[src/rtl/alu_issue_ctrl_if.sv]
// Decode/ALU-side handshake bundle for the issue controller.
// The slave modport is the controller; the master modport is the decode/execute side.
interface alu_issue_ctrl_if;
   logic       iDecValid;
   logic       oDecReady;
   logic [6:0] iOpcode;
   logic [4:0] iRs1Addr;
   logic [4:0] iRs2Addr;
   logic [4:0] iRdAddr;
   logic       oAluIssue;
   logic       iWbValid;
   logic [4:0] iWbAddr;
   logic       iBrResolved;
   logic       iBrTaken;
   logic       oFlush;
   logic [2:0] oLoadsOut;
   logic       oBrTimeoutErr;

   modport master (
      output iDecValid, iOpcode, iRs1Addr, iRs2Addr, iRdAddr,
      output iWbValid, iWbAddr, iBrResolved, iBrTaken,
      input  oDecReady, oAluIssue, oFlush, oLoadsOut, oBrTimeoutErr
   );

   modport slave (
      input  iDecValid, iOpcode, iRs1Addr, iRs2Addr, iRdAddr,
      input  iWbValid, iWbAddr, iBrResolved, iBrTaken,
      output oDecReady, oAluIssue, oFlush, oLoadsOut, oBrTimeoutErr
   );
endinterface

[src/rtl/alu_issue_ctrl.sv]
// Issue/hazard controller between decode and the ALU: load scoreboard, load limit,
// branch wait with timeout, and a one-cycle flush after taken branches or jumps.
module alu_issue_ctrl #(
   parameter int cRegCount  = 32,
   parameter int cMaxLoads  = 4,
   parameter int cBrTimeout = 15
) (
   input logic             iClk,
   input logic             iRst,
   alu_issue_ctrl_if.slave bus
);
   localparam int cCntW = $clog2(cMaxLoads + 1);
   localparam int cTmoW = $clog2(cBrTimeout + 1);

   localparam logic [6:0] OPC_LOAD   = 7'b0000011;
   localparam logic [6:0] OPC_STORE  = 7'b0100011;
   localparam logic [6:0] OPC_BRANCH = 7'b1100011;
   localparam logic [6:0] OPC_JAL    = 7'b1101111;
   localparam logic [6:0] OPC_JALR   = 7'b1100111;
   localparam logic [6:0] OPC_OP     = 7'b0110011;
   localparam logic [6:0] OPC_OPIMM  = 7'b0010011;
   localparam logic [6:0] OPC_LUI    = 7'b0110111;
   localparam logic [6:0] OPC_AUIPC  = 7'b0010111;

   typedef enum logic [1:0] {RUN, BR_WAIT, FLUSH} state_e;

   state_e               state_q, state_d;
   logic [cRegCount-1:0] sb_q, sb_d, sb_eff;
   logic [cCntW-1:0]     cnt_q, cnt_d;
   logic [cTmoW-1:0]     tmo_q, tmo_d;
   logic                 jump_q, jump_d;
   logic                 flush_q, flush_d;
   logic                 err_q, err_d;

   logic uses_rs1, uses_rs2, is_load, is_ctrl, is_jump;
   logic wb_eff, hazard, load_full, ready, issue, issue_load;

   always_comb begin
      uses_rs1 = 1'b0;
      uses_rs2 = 1'b0;
      is_load  = 1'b0;
      is_ctrl  = 1'b0;
      is_jump  = 1'b0;
      case (bus.iOpcode)
         OPC_OP, OPC_STORE: begin
            uses_rs1 = 1'b1;
            uses_rs2 = 1'b1;
         end
         OPC_BRANCH: begin
            uses_rs1 = 1'b1;
            uses_rs2 = 1'b1;
            is_ctrl  = 1'b1;
         end
         OPC_LOAD: begin
            uses_rs1 = 1'b1;
            is_load  = 1'b1;
         end
         OPC_OPIMM: uses_rs1 = 1'b1;
         OPC_JALR: begin
            uses_rs1 = 1'b1;
            is_ctrl  = 1'b1;
            is_jump  = 1'b1;
         end
         OPC_JAL: begin
            is_ctrl = 1'b1;
            is_jump = 1'b1;
         end
         OPC_LUI, OPC_AUIPC: ;
         default: ;
      endcase
   end

   // A completing load clears its bit before the hazard check (bypass-clear);
   // a writeback with no loads outstanding is ignored entirely.
   assign wb_eff = bus.iWbValid && (cnt_q != '0);

   always_comb begin
      sb_eff = sb_q;
      if (wb_eff) sb_eff[bus.iWbAddr] = 1'b0;
   end

   assign hazard     = (uses_rs1 && sb_eff[bus.iRs1Addr]) ||
                       (uses_rs2 && sb_eff[bus.iRs2Addr]) ||
                       (is_load  && sb_eff[bus.iRdAddr]);
   assign load_full  = (cnt_q == cCntW'(cMaxLoads)) && !wb_eff;
   assign ready      = iRst && (state_q == RUN) && !hazard && !(is_load && load_full);
   assign issue      = bus.iDecValid && ready;
   assign issue_load = issue && is_load;

   always_comb begin
      sb_d    = sb_eff;
      cnt_d   = cnt_q;
      state_d = state_q;
      tmo_d   = tmo_q;
      jump_d  = jump_q;
      err_d   = err_q;

      // Setting after the writeback clear lets a new load to the same rd win.
      if (issue_load && (bus.iRdAddr != '0)) sb_d[bus.iRdAddr] = 1'b1;
      sb_d[0] = 1'b0;

      if (issue_load && !wb_eff)      cnt_d = cnt_q + cCntW'(1);
      else if (!issue_load && wb_eff) cnt_d = cnt_q - cCntW'(1);

      case (state_q)
         RUN: begin
            if (issue && is_ctrl) begin
               state_d = BR_WAIT;
               tmo_d   = '0;
               jump_d  = is_jump;
            end
         end
         BR_WAIT: begin
            tmo_d = tmo_q + cTmoW'(1);
            if (bus.iBrResolved) begin
               if (bus.iBrTaken || jump_q) state_d = FLUSH;
               else                        state_d = RUN;
            end else if (tmo_d == cTmoW'(cBrTimeout)) begin
               err_d   = 1'b1;
               state_d = RUN;
            end
         end
         FLUSH:   state_d = RUN;
         default: state_d = RUN;
      endcase

      flush_d = (state_d == FLUSH);
   end

   always_ff @(posedge iClk or negedge iRst) begin
      if (!iRst) begin
         state_q <= RUN;
         sb_q    <= '0;
         cnt_q   <= '0;
         tmo_q   <= '0;
         jump_q  <= 1'b0;
         flush_q <= 1'b0;
         err_q   <= 1'b0;
      end else begin
         state_q <= state_d;
         sb_q    <= sb_d;
         cnt_q   <= cnt_d;
         tmo_q   <= tmo_d;
         jump_q  <= jump_d;
         flush_q <= flush_d;
         err_q   <= err_d;
      end
   end

   assign bus.oDecReady     = ready;
   assign bus.oAluIssue     = issue;
   assign bus.oFlush        = flush_q;
   assign bus.oLoadsOut     = 3'(cnt_q);
   assign bus.oBrTimeoutErr = err_q;
endmodule

[src/flat_wrapper.sv]
// flat-port wrapper written by rule: the top's interface ports become plain ports
module alu_issue_ctrl_flat 
#(
   parameter int cRegCount  = 32,
   parameter int cMaxLoads  = 4,
   parameter int cBrTimeout = 15
)
  (iClk, iRst, bus_iDecValid, bus_iOpcode, bus_iRs1Addr, bus_iRs2Addr, bus_iRdAddr, bus_iWbValid, bus_iWbAddr, bus_iBrResolved, bus_iBrTaken, bus_oDecReady, bus_oAluIssue, bus_oFlush, bus_oLoadsOut, bus_oBrTimeoutErr);
  alu_issue_ctrl_if bus_i ();
  input logic iClk;
  input logic iRst;
  input wire logic [$bits(bus_i.iDecValid)-1:0] bus_iDecValid;
  input wire logic [$bits(bus_i.iOpcode)-1:0] bus_iOpcode;
  input wire logic [$bits(bus_i.iRs1Addr)-1:0] bus_iRs1Addr;
  input wire logic [$bits(bus_i.iRs2Addr)-1:0] bus_iRs2Addr;
  input wire logic [$bits(bus_i.iRdAddr)-1:0] bus_iRdAddr;
  input wire logic [$bits(bus_i.iWbValid)-1:0] bus_iWbValid;
  input wire logic [$bits(bus_i.iWbAddr)-1:0] bus_iWbAddr;
  input wire logic [$bits(bus_i.iBrResolved)-1:0] bus_iBrResolved;
  input wire logic [$bits(bus_i.iBrTaken)-1:0] bus_iBrTaken;
  output wire logic [$bits(bus_i.oDecReady)-1:0] bus_oDecReady;
  output wire logic [$bits(bus_i.oAluIssue)-1:0] bus_oAluIssue;
  output wire logic [$bits(bus_i.oFlush)-1:0] bus_oFlush;
  output wire logic [$bits(bus_i.oLoadsOut)-1:0] bus_oLoadsOut;
  output wire logic [$bits(bus_i.oBrTimeoutErr)-1:0] bus_oBrTimeoutErr;
  assign bus_i.iDecValid = bus_iDecValid;
  assign bus_i.iOpcode = bus_iOpcode;
  assign bus_i.iRs1Addr = bus_iRs1Addr;
  assign bus_i.iRs2Addr = bus_iRs2Addr;
  assign bus_i.iRdAddr = bus_iRdAddr;
  assign bus_i.iWbValid = bus_iWbValid;
  assign bus_i.iWbAddr = bus_iWbAddr;
  assign bus_i.iBrResolved = bus_iBrResolved;
  assign bus_i.iBrTaken = bus_iBrTaken;
  assign bus_oDecReady = bus_i.oDecReady;
  assign bus_oAluIssue = bus_i.oAluIssue;
  assign bus_oFlush = bus_i.oFlush;
  assign bus_oLoadsOut = bus_i.oLoadsOut;
  assign bus_oBrTimeoutErr = bus_i.oBrTimeoutErr;
  alu_issue_ctrl #(.cRegCount(cRegCount), .cMaxLoads(cMaxLoads), .cBrTimeout(cBrTimeout)) u_core (.iClk(iClk), .iRst(iRst), .bus(bus_i));
endmodule
[config.mk]
export PLATFORM = sky130hd
export DESIGN_NAME = alu_issue_ctrl_flat
export DESIGN_NICKNAME = d
export VERILOG_FILES = /design/src/rtl/alu_issue_ctrl_if.sv /design/src/rtl/alu_issue_ctrl.sv /design/src/flat_wrapper.sv
export SDC_FILE = /design/constraint.sdc
export NUM_CORES = 1
export LEC_CHECK = 0
export ABC_CLOCK_PERIOD_IN_PS = 7200
export BUFFER_PORTS_ARGS = -buffer_cell sky130_fd_sc_hd__buf_4
export CAP_MARGIN = 20
export CORE_MARGIN = 10
export CORE_UTILIZATION = 35
export CTS_BUF_LIST = sky130_fd_sc_hd__clkbuf_2
export CTS_CLUSTER_DIAMETER = 50
export DETAILED_ROUTE_END_ITERATION = 10
export PLACE_DENSITY = 0.58
export SLEW_MARGIN = 40
export SYNTH_ARGS = -nofsm -noshare
export SYNTH_HDL_FRONTEND = slang
export SYNTH_SLANG_ARGS = --single-unit
[constraint.sdc]
create_clock -name iClk -period 7.2 [get_ports iClk]
set_input_delay 0 -clock iClk [delete_from_list [all_inputs] [get_ports iClk]]
set_output_delay 0 -clock iClk [all_outputs]
set_load 0.01 [all_outputs]
* After elaboration in Yosys (flattened, before gate mapping)
Cells that the tools add are included.
Word-level totals: logic and storage cells 94, output and inout bits 7, input port bits 33, register bits after elaboration 43
Operators by class: equality and inequality tests 12, mux-type cells 26, magnitude comparators 6, $add $sub $neg 3, bitwise logic cells 4, reduce and logical (&&, ||, !) cells 36
Operators by type and width (number):
- 32-bit 2-to-1 mux | 2
- 32-bit bitwise AND | 1
- 32-bit inverter | 1
- 32-bit OR | 1
- 5-bit by 6-bit < comparator with 1-bit output (second input constant) | 4
- 7-bit == test (second input constant) | 3
- 1-bit logical AND | 17
- 1-bit binary-select mux with 5-bit select | 3
- 7-bit by 6-bit == test with 1-bit output (second input constant) | 2
- 1-bit demux with 5-bit select | 2
- 5-bit by 1-bit greater-or-equal comparator with 1-bit output (second input constant) | 2
- 1-bit 2-to-1 mux | 10
- 2-bit 2-to-1 mux | 4
- 4-bit case mux with 2 select lines | 1
- 7-bit by 2-bit == test with 1-bit output (second input constant) | 1
- 7-bit by 5-bit == test with 1-bit output (second input constant) | 1
- 3-bit 2-to-1 mux | 2
- 3-bit OR reduction | 2
- 6-bit OR reduction | 1
- 5-bit nonzero test | 1
- 4-bit by 1-bit adder with 4-bit output (second input constant) | 1
- 4-bit == test (second input constant) | 1
- 1-bit logical NOT | 4
- 4-bit 2-to-1 mux | 1
- other kinds (15) | 19

* Depth between registers and ports, before layout
Gate-level depths: netlist of run 1.
word-level depth 21, depth in mapped cells 18, gate-level depth less buffers 15

* Worst setup path before layout of run 1
OpenSTA, ideal clock, no wires.
path type register -> register, start point register u_core.cnt_q[0] (netlist: u_core.bus.oLoadsOut[0]), end point register u_core.cnt_q[1] (netlist: u_core.bus.oLoadsOut[1]), cell stages (with the launch flop) 15, required time 7.075 ns, path buffers 2, arrival 3.398 ns, slack 3.677 ns, setup time 0.125 ns, clock period less this slack 3.523 ns, cell sequence dfrtp_1 > o31a_2 > inv_2 > buf_4 > nor3_1 > a2111oi_0 > a32oi_1 > or4_1 > nand2_4 > buf_4 > nor3_1 > ha_1 > inv_1 > fa_1 > mux2_2
On the way: elaborated cells between the ends (all ways) 32, classes of those cells add/sub: 2; eq/ne: 1; mux: 9; reduce/logical: 20
RTL lines:
- start, declared | RTL line alu_issue_ctrl.sv:29 | logic [cCntW-1:0] cnt_q, cnt_d;
- start signal, assigned | RTL line alu_issue_ctrl.sv:142 | cnt_q <= cnt_d;
- 3-bit nonzero test | RTL line alu_issue_ctrl.sv:75 | assign wb_eff = bus.iWbValid && (cnt_q != '0);
- 1-bit logical AND | RTL line alu_issue_ctrl.sv:75
- 32-bit 2-to-1 mux | RTL line alu_issue_ctrl.sv:79 | if (wb_eff) sb_eff[bus.iWbAddr] = 1'b0;
- 1-bit binary-select mux with 5-bit select, on equally long branches | RTL line alu_issue_ctrl.sv:82, alu_issue_ctrl.sv:83
- 1-bit 2-to-1 mux, on equally long branches | RTL line alu_issue_ctrl.sv:82, alu_issue_ctrl.sv:83
- 1-bit logical AND, on equally long branches | RTL line alu_issue_ctrl.sv:82, alu_issue_ctrl.sv:83
- 1-bit logical OR | RTL line alu_issue_ctrl.sv:82 | assign hazard = (uses_rs1 && sb_eff[bus.iRs1Addr]) ||
- 1-bit logical OR | RTL line alu_issue_ctrl.sv:83 | (uses_rs2 && sb_eff[bus.iRs2Addr]) ||
- 1-bit logical NOT | RTL line alu_issue_ctrl.sv:86 | assign ready = iRst && (state_q == RUN) && !hazard && !(is_load && load_full);
- 1-bit logical AND (2 in series) | RTL line alu_issue_ctrl.sv:86
- 1-bit logical AND | RTL line alu_issue_ctrl.sv:87 | assign issue = bus.iDecValid && ready;
- 1-bit logical AND | RTL line alu_issue_ctrl.sv:88 | assign issue_load = issue && is_load;
- 1-bit logical AND | RTL line alu_issue_ctrl.sv:102 | if (issue_load && !wb_eff) cnt_d = cnt_q + cCntW'(1);
- 3-bit 2-to-1 mux * | RTL line alu_issue_ctrl.sv:102
- net u_core.cnt_d[1] | RTL line alu_issue_ctrl.sv:29
The timed path passes the listed nets; every way through them passes the cells marked *. The select of a mux whose other input is x is not followed. A chain may end at the register's enable or synchronous reset.

* Worst setup path in the final report of run 1
start point register u_core.cnt_q[0] (netlist: u_core.bus.oLoadsOut[0]), end point register u_core.cnt_q[2] (netlist: u_core.bus.oLoadsOut[2])
On the way: cells in the longest elaborated chain, start to end 16, elaborated cells between the ends (all ways) 32, classes of those cells add/sub: 2; eq/ne: 1; mux: 9; reduce/logical: 20
RTL lines:
- 3-bit nonzero test | RTL line alu_issue_ctrl.sv:75
- 1-bit logical AND | RTL line alu_issue_ctrl.sv:75
- 32-bit 2-to-1 mux | RTL line alu_issue_ctrl.sv:79
- 1-bit binary-select mux with 5-bit select, on equally long branches | RTL line alu_issue_ctrl.sv:82, alu_issue_ctrl.sv:83
- 1-bit 2-to-1 mux, on equally long branches | RTL line alu_issue_ctrl.sv:82, alu_issue_ctrl.sv:83
- 1-bit logical AND, on equally long branches | RTL line alu_issue_ctrl.sv:82, alu_issue_ctrl.sv:83
- 1-bit logical OR | RTL line alu_issue_ctrl.sv:82
- 1-bit logical OR | RTL line alu_issue_ctrl.sv:83
- 1-bit logical NOT | RTL line alu_issue_ctrl.sv:86
- 1-bit logical AND (2 in series) | RTL line alu_issue_ctrl.sv:86
- 1-bit logical AND | RTL line alu_issue_ctrl.sv:87
- 1-bit logical AND | RTL line alu_issue_ctrl.sv:88
- 1-bit logical NOT | RTL line alu_issue_ctrl.sv:103 | else if (!issue_load && wb_eff) cnt_d = cnt_q - cCntW'(1);
- 1-bit logical AND | RTL line alu_issue_ctrl.sv:103
- 2-bit nonzero test (no source line)
Several ways; a longest one is shown, not always the timed one. The select of a mux whose other input is x is not followed.

==> flow_summary_export.csv, run 1 <==
group,metric,value,unit
status,outcome,"finished, final reports clean",
synth,yosysTopAreaCellShare,28.4,%
finish,final_cells,589,
floorplan,die_h,124,um
global_route,grt_max_degree,45,
critical_path,cp.required,7.61,ns
timing,fin_skew,0.0253,ns
synth,synth.area.top_cells,"dfrtp_1 (28%), or3_1 (3.5%), o41ai_1 (3.2%)",
detailed_routing,post_drt_wl_per_cell,23.7,um
placement,post-place-cells,571,
power,clkPwrFrac,22.3,%
placement,dp_hpwl,10000,um
global_route,antenna_found_initial,0,
placement,io_buffers,39,
power,power,683,uW
critical_path,path_class,"reg2reg",
clock_tree,cts_max_path_buffers,2,
synth,synth_most_common_cell,"dfrtp_1",
detailed_routing,wl,13900,um
detailed_routing,drtAntennaViolNets,0,
clock_tree,path_clk_slew,0.25,ns
finish,seq_area,1080,um2
floorplan,die_w,124,um
run,maxCapViolations,0,
synth,ys_ff_latch,43,
synth,synth_area_leader_cell,"dfrtp_1",
critical_path,startpoint_type,"flip-flop",
clock_tree,clk_latency,0.46,ns
clock_tree,h-tree-depth,2,
power,p_leak,0.00156,uW
critical_path,cp_max_fo,32,
detailed_routing,drc_errors,0,
timing,relSlewSlack,58.1,%
power,swShare,38.8,%
finish,antenna_cells,0,
power,p_switching,265,uW
synth,synth_area_per_cell,8.64,um2
critical_path,worstRegToRegCells,15,
clock_tree,post_cts_buffers,0,
timing,setup_slack,2.61,ns
floorplan,num_rows,37,
synth,synth_edf_count,0,
global_route,grt_overflow,0,
floorplan,coreArea,10400,um2
finish,areaGrowthSynthToFinish,10.7,%
synth,yosys-top-cells-count,"dfrtp_1 (43), nand2_1 (29), clkbuf_1 (24)",
floorplan,dieArea,15400,um2
timing,fmax,0.218,GHz
power,ir_drop,0.0000816,V
power,power_density,163,nW/um2
synth,async_flop_share,100,%
clock_tree,cts_root_buf,"clkbuf_2",
power,seq_power_share,43.1,%
clock_tree,tritoncts,"yes",
power,comb_power_share,34.5,%
detailed_routing,vias,3858,
finish,nets,489,
clock_tree,clock-sinks,43,
timing,finalCritPeriodShare,63.7,%
timing,final-hold-violation-count,0,
synth,ys.flop_type,"dfrtp_1",
critical_path,cp.arrival,5.00,ns
timing,hold_slack,0.0346,ns
synth,netlist_area,3780,um2
synth,syn-instance-count,438,
placement,dp_slack,2.83,ns
global_route,grt_pass1_vias,3598,
global_route,grt_pass1_wl,21400,um
timing,finalCriticalPeriod,4.59,ns
synth,yosysWarningCount,0,
synth,synth_nets,475,
timing,worst_pin_slew,0.626,ns
clock_tree,cts_resized,0,
timing,setup_violations,0,
finish,multi_input_area,2410,um2
global_route,grt.total_usage,18.2,%
power,p_int,418,uW
hold_path,hp-class,"in2async",
timing,finalMaxSlewViolations,0,
detailed_routing,drt_first_pass_iters,5,
floorplan,ioPinCount,40,
finish,nFillCells,1063,
timing,setup_tns,0,ns
finish,layout-drive-gt1-share,17.9,%
critical_path,cp-end-kind,"flip-flop",
timing,rsz0062_at_grt,"false",
clock_tree,cts_buffers,5,
detailed_routing,drt_iter0_drc,533,
floorplan,start_util,36.3,%
synth,yosysUniqueCellTypes,82,
placement,routabilityCongestion,0.999,
detailed_routing,vias_per_cell,6.55,
synth,seq_area_frac_synth,28.4,%
worst paths after layout:
kind,start,end,slack [ns]
worst max-delay path,u_core.bus.oLoadsOut[0]$_DFFE_PN0P_,u_core.bus.oLoadsOut[2]$_DFFE_PN0P_,2.61
worst min-delay path,iRst,u_core.bus.oFlush$_DFF_PN0_,0.03
worst max register to register,u_core.bus.oLoadsOut[0]$_DFFE_PN0P_,u_core.bus.oLoadsOut[2]$_DFFE_PN0P_,2.61
worst min register to register,u_core.bus.oBrTimeoutErr$_DFFE_PN0P_,u_core.bus.oBrTimeoutErr$_DFFE_PN0P_,0.51
max in group asynchronous,iRst,u_core.sb_q[3]$_DFF_PN0_,6.76
min in group iClk,bus_iWbAddr[1],u_core.sb_q[20]$_DFF_PN0_,0.06
final cells by class:
class,instances,area share (%)
timing repair buffer,50,9.55
clock inverter,3,1.10
multi-input combinational,335,57.5
tap,136,4.06
clock buffer,5,0.597
sequential,43,25.7
inverter,17,1.52
layout by cell type (no fill, tap or decap), types with 10 or more instances in the layout:
master,instances
nand3b_1,12
o31ai_1,10
nand3_1,16
nand2_1,29
o41ai_1,14
or3_1,21
nor3_1,10
buf_4,40
a31oi_1,17
nor2_1,23
o21ai_0,18
dlygate4sd3_1,10
inv_1,16
dfrtp_1,43
sequential cells by signal, summed over array words and instances, names as in the netlist:
signal / flops
u_core.bus.oBrTimeoutErr: 1
u_core.bus.oFlush: 1
u_core.bus.oLoadsOut: 3
u_core.jump_q: 1
u_core.sb_q: 31
u_core.state_q: 2
u_core.tmo_q: 4
worst max-delay path: stages, from the launching register on:
cell     delay [ns]
dfrtp_1        0.51
o31a_2         0.45
inv_2          0.36
o31ai_1        0.64
mux4_2         0.41
nor4_2         0.05
nor3_2         0.21
and4_4         0.27
nand2_4        0.23
nor3_1         0.28
ha_1           0.24
inv_1          0.07
fa_1           0.38
xor2_1         0.15
nor2_1         0.11
xor2_1         0.15
repair_timing:
action | 4_1_cts | 5_1_grt
endpoints found under the setup margin | 0 | 0
hold buffers | 10 | 0
endpoints found under the hold margin | 54 | 0
power groups by stage:
stage	registers [uW]	clock network, uW	logic, uW
after floorplan	298	0	155
final	295	152	236
after global routing	300	167	254
after global placement	297	0	226
after CTS	295	160	233
after detailed placement	299	0	228
per-layer routing:
| metal | share of wire, % | GRT usage, % | vias up | wire, um |
|---|---|---|---|---|
| li1 | - | - | 1731 | - |
| met1 | 42 | 24.9 | 1848 | 5890 |
| met2 | 43 | 26.6 | 245 | 6040 |
| met3 | 11 | 4.57 | 34 | 1570 |
| met4 | 3.2 | 7.70 | 0 | 448 |
| met5 | 0 | 0 | - | 0 |
kinds of logic (layout without fill, tap and decap cells):
kind of cell	Yosys count	count (layout)	synth area share [%]
adders and majority gates	4	4	1.52
xor gates and xnor gates	8	8	1.85
AOI/OAI and AO/OA	145	145	30.4
DFF	43	43	28.4
buffers and inverters	60	75	7.90
and+or+nand+nor	169	169	26.4
muxes	9	9	3.47
through the flow:
step           util [%]  instance area [um2]
4_1_cts            40.2                 4190
2_1_floorplan         -                 3780
3_5_place_dp       38.6                 4020
3_3_place_gp       38.6                 4020
6_report           40.2                 4190
5_1_grt            40.2                 4190
(Power assumes the default switching activity.)
==> inputs of run 2 (changes only) <==
--- a/config.mk
+++ b/config.mk
@@ -5,7 +5,7 @@
 export SDC_FILE = /design/constraint.sdc
 export NUM_CORES = 1
 export LEC_CHECK = 0
-export ABC_CLOCK_PERIOD_IN_PS = 7200
+export ABC_CLOCK_PERIOD_IN_PS = 4740
 export BUFFER_PORTS_ARGS = -buffer_cell sky130_fd_sc_hd__buf_4
 export CAP_MARGIN = 20
 export CORE_MARGIN = 10
==> constraint.sdc (replaced) <==
create_clock -name iClk -period 4.74 [get_ports iClk]
set_input_delay 0 -clock iClk [delete_from_list [all_inputs] [get_ports iClk]]
set_output_delay 0 -clock iClk [all_outputs]
set_load 0.01 [all_outputs]
==> run 2 against run 1 <==
  * Cell count decreased by 0.34%
  * First-iteration DRC count increased by 1.3%
  * Combinational power increased by 52%
  * Worst hold slack got worse by 0.013 ns
  * Final area decreased by 0.66%
  * Setup slack got worse by 2.1 ns
  * Register-to-register slack got worse by 2.1 ns
==> flow_summary_export.csv, run 2 (synthesis results as in run 1) <==
group,metric,value,unit
clock_tree,cts_buffers,5,
run,maxCapViolations,0,
power,comb_power_share,34.6,%
finish,areaGrowthSynthToFinish,10.0,%
detailed_routing,vias,3773,
global_route,grt_max_degree,45,
floorplan,coreArea,10400,um2
timing,fin_skew,0.0482,ns
critical_path,critPathLaunch,"u_core.bus.oLoadsOut[0]$_DFFE_PN0P_",
power,p_switching,406,uW
timing,finalCriticalPeriod,4.19,ns
global_route,grt.total_usage,17.9,%
power,swShare,39.1,%
hold_path,worstHoldStart,"bus_iWbAddr[2]",
critical_path,startpoint_type,"flip-flop",
timing,relSlewSlack,55.6,%
finish,layout-drive-gt1-share,18.4,%
detailed_routing,drt_iter0_drc,540,
status,outcome,"finished, final reports clean",
hold_path,hp-class,"in2reg",
detailed_routing,vias_per_cell,6.43,
floorplan,ioPinCount,40,
finish,mostFrequentLayoutCell,"dfrtp_1",
power,ir_drop,0.000105,V
detailed_routing,drc_errors,0,
clock_tree,cts_root_buf,"clkbuf_2",
clock_tree,cts_max_path_buffers,2,
critical_path,cp.arrival,4.57,ns
finish,antenna_cells,0,
critical_path,max_stage_delay,0.58,ns
power,clkPwrFrac,22.2,%
placement,dpl-instance-area,4040,um2
floorplan,die_w,124,um
clock_tree,clock-sinks,43,
floorplan,die_h,124,um
critical_path,path_buf_inv,2,
timing,worst_pin_slew,0.663,ns
global_route,grt_pass1_vias,3604,
detailed_routing,drtAntennaViolNets,0,
clock_tree,tritoncts,"yes",
clock_tree,path_clk_slew,0.28,ns
clock_tree,h-tree-depth,2,
timing,rsz0062_at_grt,"false",
timing,finalMaxSlewViolations,0,
finish,nets,487,
timing,finalCritPeriodShare,88.4,%
power,p_leak,0.00156,uW
detailed_routing,post_drt_wl_per_cell,23.5,um
power,p_int,632,uW
floorplan,num_rows,37,
placement,routabilityCongestion,0.930,
clock_tree,clk_latency,0.46,ns
critical_path,r2r-start,"u_core.bus.oLoadsOut[0]$_DFFE_PN0P_",
global_route,grt_pass1_wl,21200,um
finish,finalInstanceArea,4160,um2
global_route,grt_overflow,0,
critical_path,path_class,"reg2reg",
critical_path,path_delay_family,"compound AO/OA/AOI/OAI gates",
critical_path,cp_max_fo,32,
critical_path,cp-end-kind,"flip-flop",
detailed_routing,wl,13800,um
global_route,antenna_found_initial,0,
finish,final_cell_mix,"dfrtp_1 (43), buf_4 (42), nand2_1 (29), nor2_1 (23), or3_1 (21)",
timing,final-hold-violation-count,0,
placement,io_buffers,39,
floorplan,dieArea,15400,um2
timing,setup_violations,0,
floorplan,start_util,36.3,%
finish,top_register,"u_core.sb_q",
power,power_density,249,nW/um2
power,seq_power_share,43.2,%
finish,largest_reg_flops,31,
critical_path,cp.required,5.12,ns
timing,setup_tns,0,ns
detailed_routing,drt_first_pass_iters,5,
critical_path,crit_chain,"o31a_2 > inv_2 > o31ai_1 > o21ai_0 > nand2b_1 > nand3b_1 > or4_1 > nand2_4 > nor3_1 > ha_1 > inv_1 > fa_1 > mux2_2",
clock_tree,cts_resized,0,
placement,dp_hpwl,10000,um
timing,fmax,0.239,GHz
critical_path,critPathSlowestCell,"or4_1",
[run 2: cell types whose count changed in the layout (fill, tap and decap cells not counted)]
| cell | change |
|---|---|
| clkinvlp_4 | -1 |
| dlygate4sd3_1 | -4 |
| clkinv_2 | +1 |
| buf_4 | +2 |
| inv_6 | -1 |
| clkinv_4 | +1 |
[run 2: per-layer routing]
metal | GRT usage (%) | part of all wire (%)
met3 | 4.34 | 11
met1 | 24.4 | 43
met4 | 5.61 | 2.9
met5 | 0 | 0
met2 | 27.2 | 43
[run 2: final timing paths]
check                      slack (ns)  depth (start not counted)                              endpoint
hold reg to reg                  0.52                          1  u_core.bus.oBrTimeoutErr$_DFFE_PN0P_
max in group asynchronous        4.26                          2             u_core.sb_q[23]$_DFF_PN0_
setup / recovery                 0.55                         13   u_core.bus.oLoadsOut[1]$_DFFE_PN0P_
min in group asynchronous        0.03                          2             u_core.sb_q[10]$_DFF_PN0_
setup reg to reg                 0.55                         13   u_core.bus.oLoadsOut[1]$_DFFE_PN0P_
hold / removal                   0.02                          4             u_core.sb_q[19]$_DFF_PN0_
[run 2: cell type report]
cell class	instances	area (um2)
repair buffers	48	375
clock buffers	5	25.0
clock inverters	3	43.8
fillers	1073	6250
flip-flops and latches	43	1080
multi-input cells	335	2410
well taps	136	170
inverters	17	63.8
[run 2: what timing repair did]
item                      4_1_cts  5_1_grt
setup buffers                   0        0
hold buffers                    6        0
hold endpoints to repair       50        0
[run 2: through the flow]
| step | util, % | setup WS [ns] | power [uW] | hold slack, ns | instances |
|---|---|---|---|---|---|
| floorplan | - | 1.22 | 688 | -0.296 | 438 |
| global placement | 38.7 | 0.821 | 796 | 0.0477 | 573 |
| detailed placement | 38.7 | 0.699 | 807 | 0.0430 | 573 |
| CTS | 40.0 | 0.658 | 1040 | 0.00685 | 587 |
| global route | 40.0 | 0.389 | 1090 | 0.0251 | 587 |
| finish | 40.0 | 0.550 | 1040 | 0.0217 | 587 |
[run 2: power by group through the flow]
stage	logic (uW)	registers (uW)	clock network (uW)
4_1_cts	357	448	233
5_1_grt	389	456	245
3_3_place_gp	344	451	0
2_1_floorplan	235	453	0
6_report	359	448	230
3_5_place_dp	352	455	0
[run 2: worst min-delay path: cells and delay by family]
kind                   cells  cell delay [ns]
AND/OR/NAND/NOR            1             0.19
buffers and inverters      1             0.13
AO/OA/AOI/OAI              2             0.14
